File: config.mk
export PLATFORM = sky130hd
export DESIGN_NAME = scan_muxdemux_flat
export DESIGN_NICKNAME = d
export VERILOG_FILES = /design/src/rtl/scan_muxdemux_if.sv /design/src/rtl/scan_muxdemux.sv /design/src/flat_wrapper.sv
export SDC_FILE = /design/constraint.sdc
export NUM_CORES = 1
export LEC_CHECK = 0
export CORE_MARGIN = 2
export CORE_UTILIZATION = 30
export DETAILED_ROUTE_END_ITERATION = 12
export GPL_TIMING_DRIVEN = 1
export PLACE_DENSITY = 0.64
export SYNTH_ARGS = -nofsm -noshare
export SYNTH_HDL_FRONTEND = slang
export SYNTH_SLANG_ARGS = --single-unit
File: constraint.sdc
create_clock -name clk_i -period 1.6 [get_ports clk_i]
set_input_delay 0.16 -clock clk_i [delete_from_list [all_inputs] [get_ports clk_i]]
set_output_delay 0.16 -clock clk_i [all_outputs]
set_load 0.005 [all_outputs]
File: src/rtl/scan_muxdemux_if.sv
// Bus bundle for scan_muxdemux: channel inputs, serial link, status outputs.
// Suffixes follow the DUT's point of view (slave modport).
interface scan_muxdemux_if #(
  parameter int unsigned N_CH = 4,
  parameter int unsigned W    = 8
);
  localparam int unsigned SEL_W = (N_CH > 1) ? $clog2(N_CH) : 1;

  logic              en_i;
  logic              mode_i;
  logic [SEL_W-1:0]  sel_i;
  logic [N_CH*W-1:0] din_i;
  logic [W-1:0]      dmx_in_i;
  logic              dmx_vld_i;
  logic [W-1:0]      y_o;
  logic              y_valid_o;
  logic [SEL_W-1:0]  cur_sel_o;
  logic [N_CH*W-1:0] dout_o;
  logic [N_CH-1:0]   dout_stb_o;
  logic              wrap_o;

  modport master (
    output en_i, mode_i, sel_i, din_i, dmx_in_i, dmx_vld_i,
    input  y_o, y_valid_o, cur_sel_o, dout_o, dout_stb_o, wrap_o
  );

  modport slave (
    input  en_i, mode_i, sel_i, din_i, dmx_in_i, dmx_vld_i,
    output y_o, y_valid_o, cur_sel_o, dout_o, dout_stb_o, wrap_o
  );
endinterface

File: src/rtl/scan_muxdemux.sv
// Registered N-channel time-division mux/demux with manual select or
// round-robin scan at a programmable dwell time.
module scan_muxdemux #(
  parameter int unsigned N_CH  = 4,
  parameter int unsigned W     = 8,
  parameter int unsigned DWELL = 4
) (
  input  logic clk_i,
  input  logic rst_i,
  scan_muxdemux_if.slave bus
);
  localparam int unsigned SEL_W = (N_CH > 1) ? $clog2(N_CH) : 1;
  localparam int unsigned DW_W  = (DWELL > 1) ? $clog2(DWELL) : 1;
  localparam logic [SEL_W-1:0] LAST_CH = SEL_W'(N_CH - 1);
  localparam logic [DW_W-1:0]  LAST_DW = DW_W'(DWELL - 1);

  typedef enum logic [1:0] {IDLE = 2'd0, MAN = 2'd1, SCAN = 2'd2} state_e;

  state_e            state_q, state_d;
  logic [SEL_W-1:0]  cur_sel_q, cur_sel_d;
  logic [DW_W-1:0]   dwell_q, dwell_d;
  logic [W-1:0]      y_q, y_d;
  logic              y_valid_q, y_valid_d;
  logic [N_CH*W-1:0] dout_q, dout_d;
  logic [N_CH-1:0]   stb_q, stb_d;
  logic              wrap_q, wrap_d;

  // State register
  always_ff @(posedge clk_i or posedge rst_i) begin
    if (rst_i) state_q <= IDLE;
    else       state_q <= state_d;
  end

  // Next-state logic
  always_comb begin
    state_d = state_q;
    case (state_q)
      IDLE:    if (bus.en_i) state_d = bus.mode_i ? SCAN : MAN;
      MAN:     if (!bus.en_i) state_d = IDLE;
               else if (bus.mode_i) state_d = SCAN;
      SCAN:    if (!bus.en_i) state_d = IDLE;
               else if (!bus.mode_i) state_d = MAN;
      default: state_d = IDLE;
    endcase
  end

  // Output/datapath next values; mux and demux act on the pre-edge channel
  always_comb begin
    cur_sel_d = cur_sel_q;
    dwell_d   = dwell_q;
    y_d       = y_q;
    y_valid_d = 1'b0;
    dout_d    = dout_q;
    stb_d     = '0;
    wrap_d    = 1'b0;

    if (state_q != IDLE) begin
      y_valid_d = 1'b1;
      for (int k = 0; k < N_CH; k++) begin
        if (cur_sel_q == SEL_W'(k)) begin
          y_d = bus.din_i[k*W +: W];
          if (bus.dmx_vld_i) begin
            dout_d[k*W +: W] = bus.dmx_in_i;
            stb_d[k]         = 1'b1;
          end
        end
      end
    end

    case (state_d)
      IDLE: dwell_d = '0;
      MAN: begin
        dwell_d = '0;
        if (32'(bus.sel_i) < N_CH) cur_sel_d = bus.sel_i;
      end
      SCAN: begin
        if (state_q == IDLE) begin
          cur_sel_d = '0;
          dwell_d   = '0;
        end else if (state_q == MAN) begin
          dwell_d = '0;
        end else if (dwell_q == LAST_DW) begin
          dwell_d = '0;
          if (cur_sel_q == LAST_CH) begin
            cur_sel_d = '0;
            wrap_d    = 1'b1;
          end else begin
            cur_sel_d = cur_sel_q + SEL_W'(1);
          end
        end else begin
          dwell_d = dwell_q + DW_W'(1);
        end
      end
      default: dwell_d = '0;
    endcase
  end

  // Datapath registers
  always_ff @(posedge clk_i or posedge rst_i) begin
    if (rst_i) begin
      cur_sel_q <= '0;
      dwell_q   <= '0;
      y_q       <= '0;
      y_valid_q <= 1'b0;
      dout_q    <= '0;
      stb_q     <= '0;
      wrap_q    <= 1'b0;
    end else begin
      cur_sel_q <= cur_sel_d;
      dwell_q   <= dwell_d;
      y_q       <= y_d;
      y_valid_q <= y_valid_d;
      dout_q    <= dout_d;
      stb_q     <= stb_d;
      wrap_q    <= wrap_d;
    end
  end

  assign bus.y_o        = y_q;
  assign bus.y_valid_o  = y_valid_q;
  assign bus.cur_sel_o  = cur_sel_q;
  assign bus.dout_o     = dout_q;
  assign bus.dout_stb_o = stb_q;
  assign bus.wrap_o     = wrap_q;
endmodule

File: src/flat_wrapper.sv
// flat-port wrapper written by rule: the top's interface ports become plain ports
module scan_muxdemux_flat 
#(
  parameter int unsigned N_CH  = 4,
  parameter int unsigned W     = 8,
  parameter int unsigned DWELL = 4
)
  (clk_i, rst_i, bus_en_i, bus_mode_i, bus_sel_i, bus_din_i, bus_dmx_in_i, bus_dmx_vld_i, bus_y_o, bus_y_valid_o, bus_cur_sel_o, bus_dout_o, bus_dout_stb_o, bus_wrap_o);
  scan_muxdemux_if #(.N_CH(N_CH), .W(W)) bus_i ();
  input  logic clk_i;
  input  logic rst_i;
  input wire logic [$bits(bus_i.en_i)-1:0] bus_en_i;
  input wire logic [$bits(bus_i.mode_i)-1:0] bus_mode_i;
  input wire logic [$bits(bus_i.sel_i)-1:0] bus_sel_i;
  input wire logic [$bits(bus_i.din_i)-1:0] bus_din_i;
  input wire logic [$bits(bus_i.dmx_in_i)-1:0] bus_dmx_in_i;
  input wire logic [$bits(bus_i.dmx_vld_i)-1:0] bus_dmx_vld_i;
  output wire logic [$bits(bus_i.y_o)-1:0] bus_y_o;
  output wire logic [$bits(bus_i.y_valid_o)-1:0] bus_y_valid_o;
  output wire logic [$bits(bus_i.cur_sel_o)-1:0] bus_cur_sel_o;
  output wire logic [$bits(bus_i.dout_o)-1:0] bus_dout_o;
  output wire logic [$bits(bus_i.dout_stb_o)-1:0] bus_dout_stb_o;
  output wire logic [$bits(bus_i.wrap_o)-1:0] bus_wrap_o;
  assign bus_i.en_i = bus_en_i;
  assign bus_i.mode_i = bus_mode_i;
  assign bus_i.sel_i = bus_sel_i;
  assign bus_i.din_i = bus_din_i;
  assign bus_i.dmx_in_i = bus_dmx_in_i;
  assign bus_i.dmx_vld_i = bus_dmx_vld_i;
  assign bus_y_o = bus_i.y_o;
  assign bus_y_valid_o = bus_i.y_valid_o;
  assign bus_cur_sel_o = bus_i.cur_sel_o;
  assign bus_dout_o = bus_i.dout_o;
  assign bus_dout_stb_o = bus_i.dout_stb_o;
  assign bus_wrap_o = bus_i.wrap_o;
  scan_muxdemux #(.N_CH(N_CH), .W(W), .DWELL(DWELL)) u_core (.clk_i(clk_i), .rst_i(rst_i), .bus(bus_i));
endmodule
---- Word level (Yosys, flattened, before mapping) ----
Cells that the tools add are included.
W data, S select, Z words.
word-level totals
  output and inout bits ................... 48
  memory bits (writable) .................. 0
  latch bits .............................. 0
  bits of input ports ..................... 47
  word-level logic and storage cells ...... 66
  memories kept ........................... 0
  flip-flop bits (word level) ............. 52
  memory bits (read-only) ................. 0
operators by class
  div/mod/pow operators ................... 0
  bitwise logic cells ..................... 0
  muxes and demuxes ....................... 32
  add/subtract/negate cells ............... 2
  multiply operators ...................... 0
  reductions and logical operators ........ 11
  shift operators ......................... 0
  equal/unequal tests ..................... 10
  order comparisons ....................... 0
operator list
  kind                   count
  $mux W8                4
  $mux W2                14
  $reduce_and A3 Y1      5
  $mux W1                11
  $eq A2 B2 Y1 const B   5
  $eq A2 B1 Y1 const B   3
  $pmux W2 S3            1
  $add A2 B1 Y2 const B  2
  $logic_not A2 Y1       2
  $mux W4                1
  $pmux W2 S2            1
  $reduce_bool A2 Y1     2
  $reduce_bool A4 Y1     1
  $ne A3 B1 Y1 const B   1
  $ne A3 B2 Y1 const B   1
  $reduce_and A2 Y1      1

---- Longest topological paths before layout ----
Gate-level depths: netlist of run 1.
  depth after elaboration ................. 6
  mapped depth ............................ 7
  depth with buffers taken out ............ 7

---- Worst setup path before layout of run 1 ----
OpenSTA, ideal clock, no wires.
  path type ............................... register to register
  from .................................... register u_core.cur_sel_q[0], in the netlist u_core.bus.cur_sel_o[0]
  to ...................................... register u_core.dout_q[17], in the netlist u_core.bus.dout_o[17]
  stages on the path, launching flop included .. 6
  library setup time ...................... 0.125 ns
  path slack .............................. 0.059 ns
  data arrival time ....................... 1.416 ns
  clock period less this slack ............ 1.541 ns
  data required time ...................... 1.475 ns
  cells stage by stage .................... dfrtp_1 -> inv_1 -> ha_1 -> buf_4 -> nand3_4 -> mux2_4
on the way
  cells in the longest elaborated chain, start to end .. 2
RTL lines
  item                                RTL line              text
  from (decl)                         scan_muxdemux.sv:20   logic [SEL_W-1:0] cur_sel_q, cur_sel_d;
  from (signal assigned)              scan_muxdemux.sv:109  cur_sel_q <= cur_sel_d;
  $eq A2 B2 Y1                        scan_muxdemux.sv:60   if (cur_sel_q == SEL_W'(k)) begin
  $reduce_and A3 Y1 (no source line)  --
  to (signal assigned)                scan_muxdemux.sv:113  dout_q <= dout_d;
  to (decl)                           scan_muxdemux.sv:24   logic [N_CH*W-1:0] dout_q, dout_d;
Every way passes these cells.
A chain may end at the register's enable or synchronous reset.

---- Worst setup path in the final report of run 1 ----
  from .................................... register u_core.cur_sel_q[0], in the netlist u_core.bus.cur_sel_o[0]
  to ...................................... register u_core.dout_q[10], in the netlist u_core.bus.dout_o[10]
on the way
  cells in the longest elaborated chain, start to end .. 2
RTL lines
  item                                RTL line
  $eq A2 B1 Y1                        scan_muxdemux.sv:60
  $reduce_and A3 Y1 (no source line)  --
Every way passes these cells.

==> results.cfg, run 1 <==
[synthesis]
synth.distinct_cells = 24
synthesis.nets = 228
synth_top_area_frac = 0.558
syn_inst = 175
synthesis.area_um2 = 2330
avgSynthCellArea_um2 = 13.3
yosys-top-cells-area = dfrtp_1 (56%), mux2_2 (18%), ha_1 (3.2%), nand3_4 (3.0%), o211ai_1 (2.6%)
yosysTopAreaCell = dfrtp_1
ys_seq_elements = 52
ys_seq_area_frac = 0.558
yosysWarnings = 0

[clock_network]
clkTransAtPathRegs_ps = 90
clock-sinks = 52
clkLatencyLatePin_ps = 300
numCtsBuffers = 5
cts_buffer_depth = 2
htreeDepth = 2
cts_tree = yes
clock-root-buffer = clkbuf_8

[power]
power_density_nw_per_um2 = 1430
vdd_drop_max_v = 0.000542
power_mw = 5.20
p_leak_nw = 1.52

[detailed_routing]
avgViaCountPerCell = 4.41
drt_wl_total_um = 5620
first_iter_violations = 30
wl_per_cell_um = 14.5
drc = 0
via_count = 1707
drtPass1Iterations = 4
antenna_left = 0

[timing]
rsz0062_at_grt = no
fin_worst_skew_ps = 7.27
drv_slew = 0
setup_ws_ps = 75.9
hold_viol_final = 0
setup_viol = 0
tightest_slew_ps = 406
period_share = 0.953
slew-limit-headroom = 0.728
period_needed_ps = 1520
fmax_ghz = 0.656

[global_route]
grt_pass1_wl_um = 8780
antenna_found_initial = 0
grt_pass1_vias = 1710
grt_usage = 0.133
grt_overflow = 0
grt_max_degree = 53

[final_layout]
drive_above_1_share = 0.270
n_antenna_cell = 0
final_common_cell = clkdlybuf4s50_1
nNetsFinal = 337
fin_cells = 387
final_cell_mix = clkdlybuf4s50_1 (94), dfrtp_1 (51), mux2_2 (38), nand2_1 (13), buf_4 (11)
synthToLayoutAreaGrowth_pct = 56.0

[run_status]
status = complete, no violations

[critical_path]
start_kind = flip-flop
cp-end-kind = flip-flop
worstPathRequired_ps = 1780
setup.worst_path.class = flip-flop to flip-flop
cp_max_fo = 9
cp_data_arrival_time_ps = 1710

[floorplan]
start_util = 0.306
core_area_um2 = 7610
die_height_um = 92.1
die_x_um = 92.1
rows = 32
num_io_pins = 95
dieArea_um2 = 8490

[placement]
dp_cells = 376
pre_cts_ws_ps = -167
io_buffers = 94
gp_congestion = 0.730
hpwl_um = 4160

[run]
max_cap_viol_count = 0

[worst_hold_path]
hold_class = input pin to asynchronous set/reset pin
report_power, final:
group	total, mW	switching, mW	internal (mW)
logic	2.22	0.700	1.52
registers	2.07	0.261	1.81
clock network	0.905	0.432	0.473
worst paths after layout:
path                                          from                 endpoint  slack (ps)  cells past startpoint
hold / removal                               rst_i        u_core.bus.y_o[6]         230                      3
setup / recovery           u_core.bus.cur_sel_o[0]    u_core.bus.dout_o[10]          80                      5
min in group clk_i                   bus_din_i[31]        u_core.bus.y_o[7]         430                      3
setup reg to reg           u_core.bus.cur_sel_o[0]    u_core.bus.dout_o[10]          80                      5
max in group asynchronous                    rst_i  u_core.bus.cur_sel_o[0]        1120                      3
hold reg to reg                  u_core.dwell_q[0]        u_core.dwell_q[0]         450                      1
worst max-delay path, stage by stage, from the launching register on:
cell and delay [ps]:
dfrtp_2 450, ha_4 180, buf_12 130, buf_4 130
nand3_4 160, mux2_2 350
synth_stat cells:
cell type and n:
inv_1 7, a41oi_2 1, buf_2 2, or2b_1 1, mux2_4 2, or2_2 1, nand2_1 13, nor3_1 1
or2_1 1, nor2_1 10, mux2_2 38, nor2b_1 2, and3_1 2, o211ai_1 8, clkinv_1 1, buf_6 3
nand3_4 4, nand2b_1 7, ha_1 6, a31oi_2 1, buf_4 1, a31oi_1 9, mux2i_1 2, dfrtp_1 52
sequential cells by signal (all words and copies together), names as in the netlist:
register	flops
u_core.bus.y_valid_o	1
u_core.bus.y_o	8
u_core.dwell_q	2
u_core.state_q	2
u_core.bus.dout_stb_o	4
u_core.bus.cur_sel_o	2
u_core.bus.dout_o	32
u_core.bus.wrap_o	1
logic make-up after synthesis:
| group | share of synthesized area |
|---|---|
| adder cells (fa/ha/maj) | 0.0322 |
| flip-flops | 0.558 |
| multiplexers | 0.205 |
| buffers and inverters | 0.0349 |
| AO/OA/AOI/OAI | 0.0623 |
| AND/OR/NAND/NOR | 0.107 |
layout make-up:
class / count / area (um^2)
well taps: 102 / 128
clock inverters: 2 / 38.8
flip-flops and latches: 52 / 1300
fillers: 709 / 3970
repair inverters: 1 / 5.00
multi-input cells: 109 / 992
repair buffers: 107 / 1060
inverters: 8 / 33.8
clock buffers: 6 / 72.6
layer usage:
layer | GRT usage | vias up | wire (um)
met2 | 0.237 | 39 | 2900
met5 | 0 | - | 0
met1 | 0.164 | 834 | 2490
met4 | 0.0261 | 0 | 34
li1 | - | 830 | -
met3 | 0.0329 | 4 | 205
stage by stage:
stage                     hold slack [ps]  cell area, um^2  utilization  setup TNS, ps
after global routing                  254             3640        0.478              0
after global placement                428             3460        0.454           -392
after CTS                             231             3590        0.472              0
final                                 227             3640        0.478              0
after floorplan                       226             2330            -              0
after detailed placement              428             3460        0.454           -708
repair_timing:
| item | in CTS | in global routing |
|---|---|---|
| cloned | 0 | 1 |
| hold buffers | 0 | 0 |
| resized for setup | 4 | 8 |
| pin swaps | 0 | 4 |
| setup endpoints to repair | 34 | 31 |
| buffers inserted | 0 | 2 |
Note: power is estimated with default switching activity, not from simulation.
==> run 2, diff against run 1 <==
--- a/config.mk
+++ b/config.mk
@@ -5,7 +5,6 @@
 export SDC_FILE = /design/constraint.sdc
 export NUM_CORES = 1
 export LEC_CHECK = 0
-export CORE_MARGIN = 2
 export CORE_UTILIZATION = 30
 export DETAILED_ROUTE_END_ITERATION = 12
 export GPL_TIMING_DRIVEN = 1
==> run 2 against run 1 <==
  * Power fell by 2.7%
  * Register-to-register slack gained 30 ps
  * Cell count decreased by 1.0%
  * First-iteration DRC count grew 13%
  * Global-route usage up 1.0 points
  * Combinational power about the same
  * Non-clock buffer count decreased by 1
  * Clock skew decreased by 1.7 ps
  * Sequential power is essentially flat
==> results.cfg, run 2 (synthesized netlist as in run 1, its figures left out) <==
[clock_network]
clkLatencyLatePin_ps = 310
cts_buffer_depth = 2
cts_tree = yes
clock-root-buffer = clkbuf_8
postCtsHoldBufs = 0
postCtsSetupBuffers = 0
numCtsBuffers = 5
clock-sinks = 52
htreeDepth = 2
clkTransAtPathRegs_ps = 100

[floorplan]
die_x_um = 90.1
core_area_um2 = 7370
dieArea_um2 = 8130
num_io_pins = 95
rows = 31
start_util = 0.316
die_height_um = 90.1

[power]
power_density_nw_per_um2 = 1400
switchingPower_mw = 1.41
seqPwrFrac = 0.411
p_comb_frac = 0.439
swShare = 0.278
vdd_drop_max_v = 0.000491
p_int_mw = 3.65
p_leak_nw = 1.51
pwr-share-clk = 0.151

[detailed_routing]
drtPass1Iterations = 4
via_count = 1714
avgViaCountPerCell = 4.48
met3_length_um = 205
first_iter_violations = 34
antenna_left = 0
met1_length_um = 2490
top_layer = met4
drt_wl_total_um = 5580
wl_per_cell_um = 14.6
drc = 0
wl_met2_um = 2780

[timing]
period_needed_ps = 1490
holdWs_ps = 216
period_share = 0.931
hold_viol_final = 0
setup_viol = 0
tightest_slew_ps = 470
fmax_ghz = 0.671
slew-limit-headroom = 0.686
rsz0062_at_grt = no
fin_worst_skew_ps = 5.57
drv_slew = 0

[run]
max_cap_viol_count = 0

[placement]
io_buffers = 94
dp_cells = 374
hpwl_um = 4020
gp_congestion = 0.754
place_area_um2 = 3470

[global_route]
grt_pass1_wl_um = 9090
antenna_found_initial = 0
grt_max_degree = 53
grt_pass1_vias = 1748
grt_usage = 0.143
grt_overflow = 0

[final_layout]
synthToLayoutAreaGrowth_pct = 55.3
final_cell_mix = clkdlybuf4s50_1 (94), dfrtp_1 (51), mux2_2 (38), nand2_1 (13), nor2_1 (10)
final_area_um2 = 3620
fin_cells = 383
fill_cells = 683
seq_area_um2 = 1300
multi_input_area_um2 = 1000
nNetsFinal = 336
largest_register_ffs = 32
final_common_cell = clkdlybuf4s50_1
n_antenna_cell = 0
drive_above_1_share = 0.271

[run_status]
status = complete, no violations

[critical_path]
start_kind = flip-flop
cp_max_fo = 5
setup.worst_path.class = flip-flop to flip-flop
cp-end-kind = flip-flop
r2r_start = u_core.bus.cur_sel_o[1]
worstPathRequired_ps = 1790
cp_data_arrival_time_ps = 1680
crit_start = u_core.bus.cur_sel_o[1]

[worst_hold_path]
hold_class = input pin to asynchronous set/reset pin
[run 2: cell types whose count changed in the layout (fill, tap and decap cells not counted), sizes merged]
cell	before	now
buf	13	12
bufinv	1	0
clkbuf	6	5
clkinv	0	2
clkinvlp	2	1
nand3	4	5
[run 2: worst max-delay path: stages (launching register included)]
cell and delay [ps]:
dfrtp_1 390, buf_4 140, ha_2 190, buf_4 160, nand3_4 140, mux2_2 360
[run 2: cell type report]
| type | count | area share |
|---|---|---|
| Sequential cell | 52 | 0.360 |
| Inverter | 8 | 0.00933 |
| Clock inverter | 3 | 0.00622 |
| Multi-Input combinational cell | 110 | 0.276 |
| Tap cell | 99 | 0.0342 |
| Timing Repair Buffer | 106 | 0.295 |
| Clock buffer | 5 | 0.0190 |
[run 2: timing repair]
action / in CTS / in global routing
setup endpoints to repair: 34 / 39
cloned: 0 / 1
pin swaps: 0 / 2
gates resized for setup: 3 / 9
[run 2: power by group through the flow]
stage | Clock, mW | Combinational (mW) | Sequential [mW]
3_5_place_dp | 0 | 2.21 | 2.11
2_1_floorplan | 0 | 0.787 | 2.12
6_report | 0.763 | 2.22 | 2.08
3_3_place_gp | 0 | 2.18 | 2.10
4_1_cts | 0.798 | 2.23 | 2.08
5_1_grt | 0.844 | 2.39 | 2.16
[run 2: worst paths after layout]
| kind | end | slack [ps] | cells after the start |
|---|---|---|---|
| min in group clk_i | u_core.bus.y_o[6] | 420 | 3 |
| max in group asynchronous | u_core.bus.cur_sel_o[0] | 1130 | 3 |
| worst min register to register | u_core.dwell_q[0] | 440 | 1 |
| worst max-delay path | u_core.bus.dout_o[20] | 110 | 5 |
| worst min-delay path | u_core.bus.dout_o[26] | 220 | 3 |
| worst max register to register | u_core.bus.dout_o[20] | 110 | 5 |
[run 2: metal layers]
layer,vias to the layer above,track usage
li1,830,-
met1,831,0.188
met2,45,0.233
met3,8,0.0313
met4,0,0.0497
met5,-,0
[run 2: stage by stage]
step / TNS [ps] / total power [mW] / setup WS (ps) / util
finish: 0 / 5.06 / 110 / 0.491
global route: 0 / 5.39 / 13.4 / 0.491
CTS: 0 / 5.11 / 18.2 / 0.486
detailed placement: -483 / 4.32 / -173 / 0.471
global placement: -258 / 4.28 / -120 / 0.471
floorplan: 0 / 2.91 / 59.0 / -
==> run 3, diff against run 2 <==
--- a/config.mk
+++ b/config.mk
@@ -5,10 +5,11 @@
 export SDC_FILE = /design/constraint.sdc
 export NUM_CORES = 1
 export LEC_CHECK = 0
+export ABC_AREA = 1
 export CORE_UTILIZATION = 30
 export DETAILED_ROUTE_END_ITERATION = 12
 export GPL_TIMING_DRIVEN = 1
-export PLACE_DENSITY = 0.64
+export PLACE_DENSITY = 0.63
 export SYNTH_ARGS = -nofsm -noshare
 export SYNTH_HDL_FRONTEND = slang
 export SYNTH_SLANG_ARGS = --single-unit
==> run 3 against run 2 <==
  * First-iteration DRC count grew to 2.5 times the previous value
  * Worst hold slack got worse by 12 ps
  * Clock power increased by 3.3%
  * Sequential share of layout area is 0.25 points higher
  * Count of clock-buffer cells in the layout rose by 1
  * Largest cell class unchanged
  * Largest power group is now registers
==> results.cfg, run 3 <==
[synthesis]
synth-async-reset-ratio = 1.00
synth_ff_type = dfrtp_1
synth.distinct_cells = 19
syn_inst = 282
yosysWarnings = 0
synthesis.nets = 335
synthesis.area_um2 = 2430
ys_seq_area_frac = 0.536
avgSynthCellArea_um2 = 8.60
yosysMostFrequentCell = nand2_1
yosys-top-cells-area = dfrtp_1 (54%), nand2_1 (15%), inv_1 (6.0%), o21ai_1 (4.5%), o21ai_2 (3.6%)
yosysTopAreaCell = dfrtp_1
synth-edff-count = 0
ys_seq_elements = 52
synth_top_area_frac = 0.536
synthTopCellsByCount = nand2_1 (94), dfrtp_1 (52), inv_1 (39)

[critical_path]
setup.worst_path.class = flip-flop to primary output
cp_max_fo = 6
cp_data_arrival_time_ps = 1310
r2r_start = u_core.bus.cur_sel_o[0]
start_kind = flip-flop
cp.buffers_inverters = 1
worstPathRequired_ps = 1440
cp-end-kind = primary output
path_cells = clkdlybuf4s50_1
critPathTopFamily = buffers and inverters
crit_start = u_core.bus.cur_sel_o[0]
crit_slowest_cell = clkdlybuf4s50_1
slowest_delay_ps = 550

[global_route]
grt_max_degree = 40
grt_pass1_vias = 2006
antenna_found_initial = 0
grt_pass1_wl_um = 9720
grt_overflow = 0
grt_usage = 0.146

[detailed_routing]
first_iter_violations = 85
drt_wl_total_um = 5780
avgViaCountPerCell = 4.31
drc = 0
wl_per_cell_um = 11.9
via_count = 2088
drtPass1Iterations = 4
antenna_left = 0

[power]
vdd_drop_max_v = 0.000456
swShare = 0.305
pwr-share-clk = 0.166
p_comb_frac = 0.412
p_leak_nw = 1.76
seqPwrFrac = 0.423
switchingPower_mw = 1.45
p_int_mw = 3.31
power_density_nw_per_um2 = 1330

[timing]
slew-limit-headroom = 0.744
setup_viol = 0
fmax_ghz = 0.682
finalSetupTns_ps = 0
fin_worst_skew_ps = 11.5
drv_slew = 0
holdWs_ps = 204
period_share = 0.916
hold_viol_final = 0
rsz0062_at_grt = no
period_needed_ps = 1470
tightest_slew_ps = 382

[clock_network]
htreeDepth = 2
clkTransAtPathRegs_ps = 100
cts_buffer_depth = 2
numCtsBuffers = 5
clock-root-buffer = clkbuf_8
clock-sinks = 52
postCtsHoldBufs = 0
cts_tree = yes
clkLatencyLatePin_ps = 310

[final_layout]
n_antenna_cell = 0
synthToLayoutAreaGrowth_pct = 48.0
final_area_um2 = 3590
finish.utilization = 0.462
fin_cells = 485
final_cell_mix = nand2_1 (94), clkdlybuf4s50_1 (94), dfrtp_1 (52), inv_1 (36)
nNetsFinal = 435
largest_register_ffs = 32
drive_above_1_share = 0.0940

[placement]
hpwl_um = 4480
place_area_um2 = 3480
dp_cells = 476
io_buffers = 94
gp_congestion = 0.821

[floorplan]
num_io_pins = 95
start_util = 0.312
die_x_um = 91.9
die_height_um = 91.9
rows = 32
core_area_um2 = 7770
dieArea_um2 = 8450

[run_status]
status = complete, no violations

[worst_hold_path]
hold_class = input pin to asynchronous set/reset pin

[run]
max_cap_viol_count = 0
[run 3: per-layer routing]
metal	up-vias	wire, um	global-route usage
li1	1069	-	-
met1	949	2750	0.205
met2	61	2630	0.229
met3	9	304	0.0240
met4	0	89	0.0469
met5	-	0	0
[run 3: path summary, 6_finish.rpt]
| check | cells after the start | slack, ps | end |
|---|---|---|---|
| min in group clk_i | 3 | 420 | u_core.state_q[1] |
| worst max-delay path | 1 | 130 | bus_cur_sel_o[0] |
| worst max register to register | 7 | 170 | u_core.bus.y_o[5] |
| worst min register to register | 1 | 450 | u_core.dwell_q[0] |
| worst min-delay path | 3 | 200 | u_core.bus.dout_o[16] |
| max in group asynchronous | 3 | 1200 | u_core.bus.dout_o[29] |
[run 3: kinds of logic after synthesis]
group	after synthesis	synth area share
buffers and inverters	48	0.0897
AO/OA/AOI/OAI	43	0.105
AND/OR/NAND/NOR	133	0.238
flip-flops	52	0.536
adder cells (fa/ha/maj)	6	0.0309
[run 3: final cells by class]
type / instances / area, um^2
clock buffers: 6 / 82.6
inverters: 40 / 150
flip-flops and latches: 52 / 1300
multi-input cells: 182 / 910
fillers: 780 / 4180
clock inverters: 2 / 13.8
repair buffers: 101 / 1010
well taps: 102 / 128
[run 3: what timing repair did]
| action | CTS | global route |
|---|---|---|
| gates resized for setup | 0 | 4 |
| setup endpoints to repair | 0 | 3 |
| buffers inserted | 0 | 1 |
[run 3: worst register-to-register path, cell delays in order, from the launching register on]
cell and delay [ps]:
dfrtp_1 460, inv_1 90, ha_1 260, buf_4 180
a21oi_1 150, nand2_1 70, nand2_1 60, nand2_1 50
[run 3: metrics by stage]
stage / worst slack (ps) / power [mW]
floorplan: 182 / 2.79
global placement: 44.9 / 3.99
detailed placement: -0.213 / 4.03
CTS: 52.3 / 4.83
global route: 7.07 / 5.12
finish: 134 / 4.76
[run 3: power groups by stage]
stage,Clock [mW],Combinational [mW],Sequential (mW)
4_1_cts,0.819,1.99,2.02
2_1_floorplan,0,0.731,2.06
5_1_grt,0.870,2.16,2.08
6_report,0.788,1.96,2.01
3_5_place_dp,0,1.98,2.05
3_3_place_gp,0,1.96,2.03
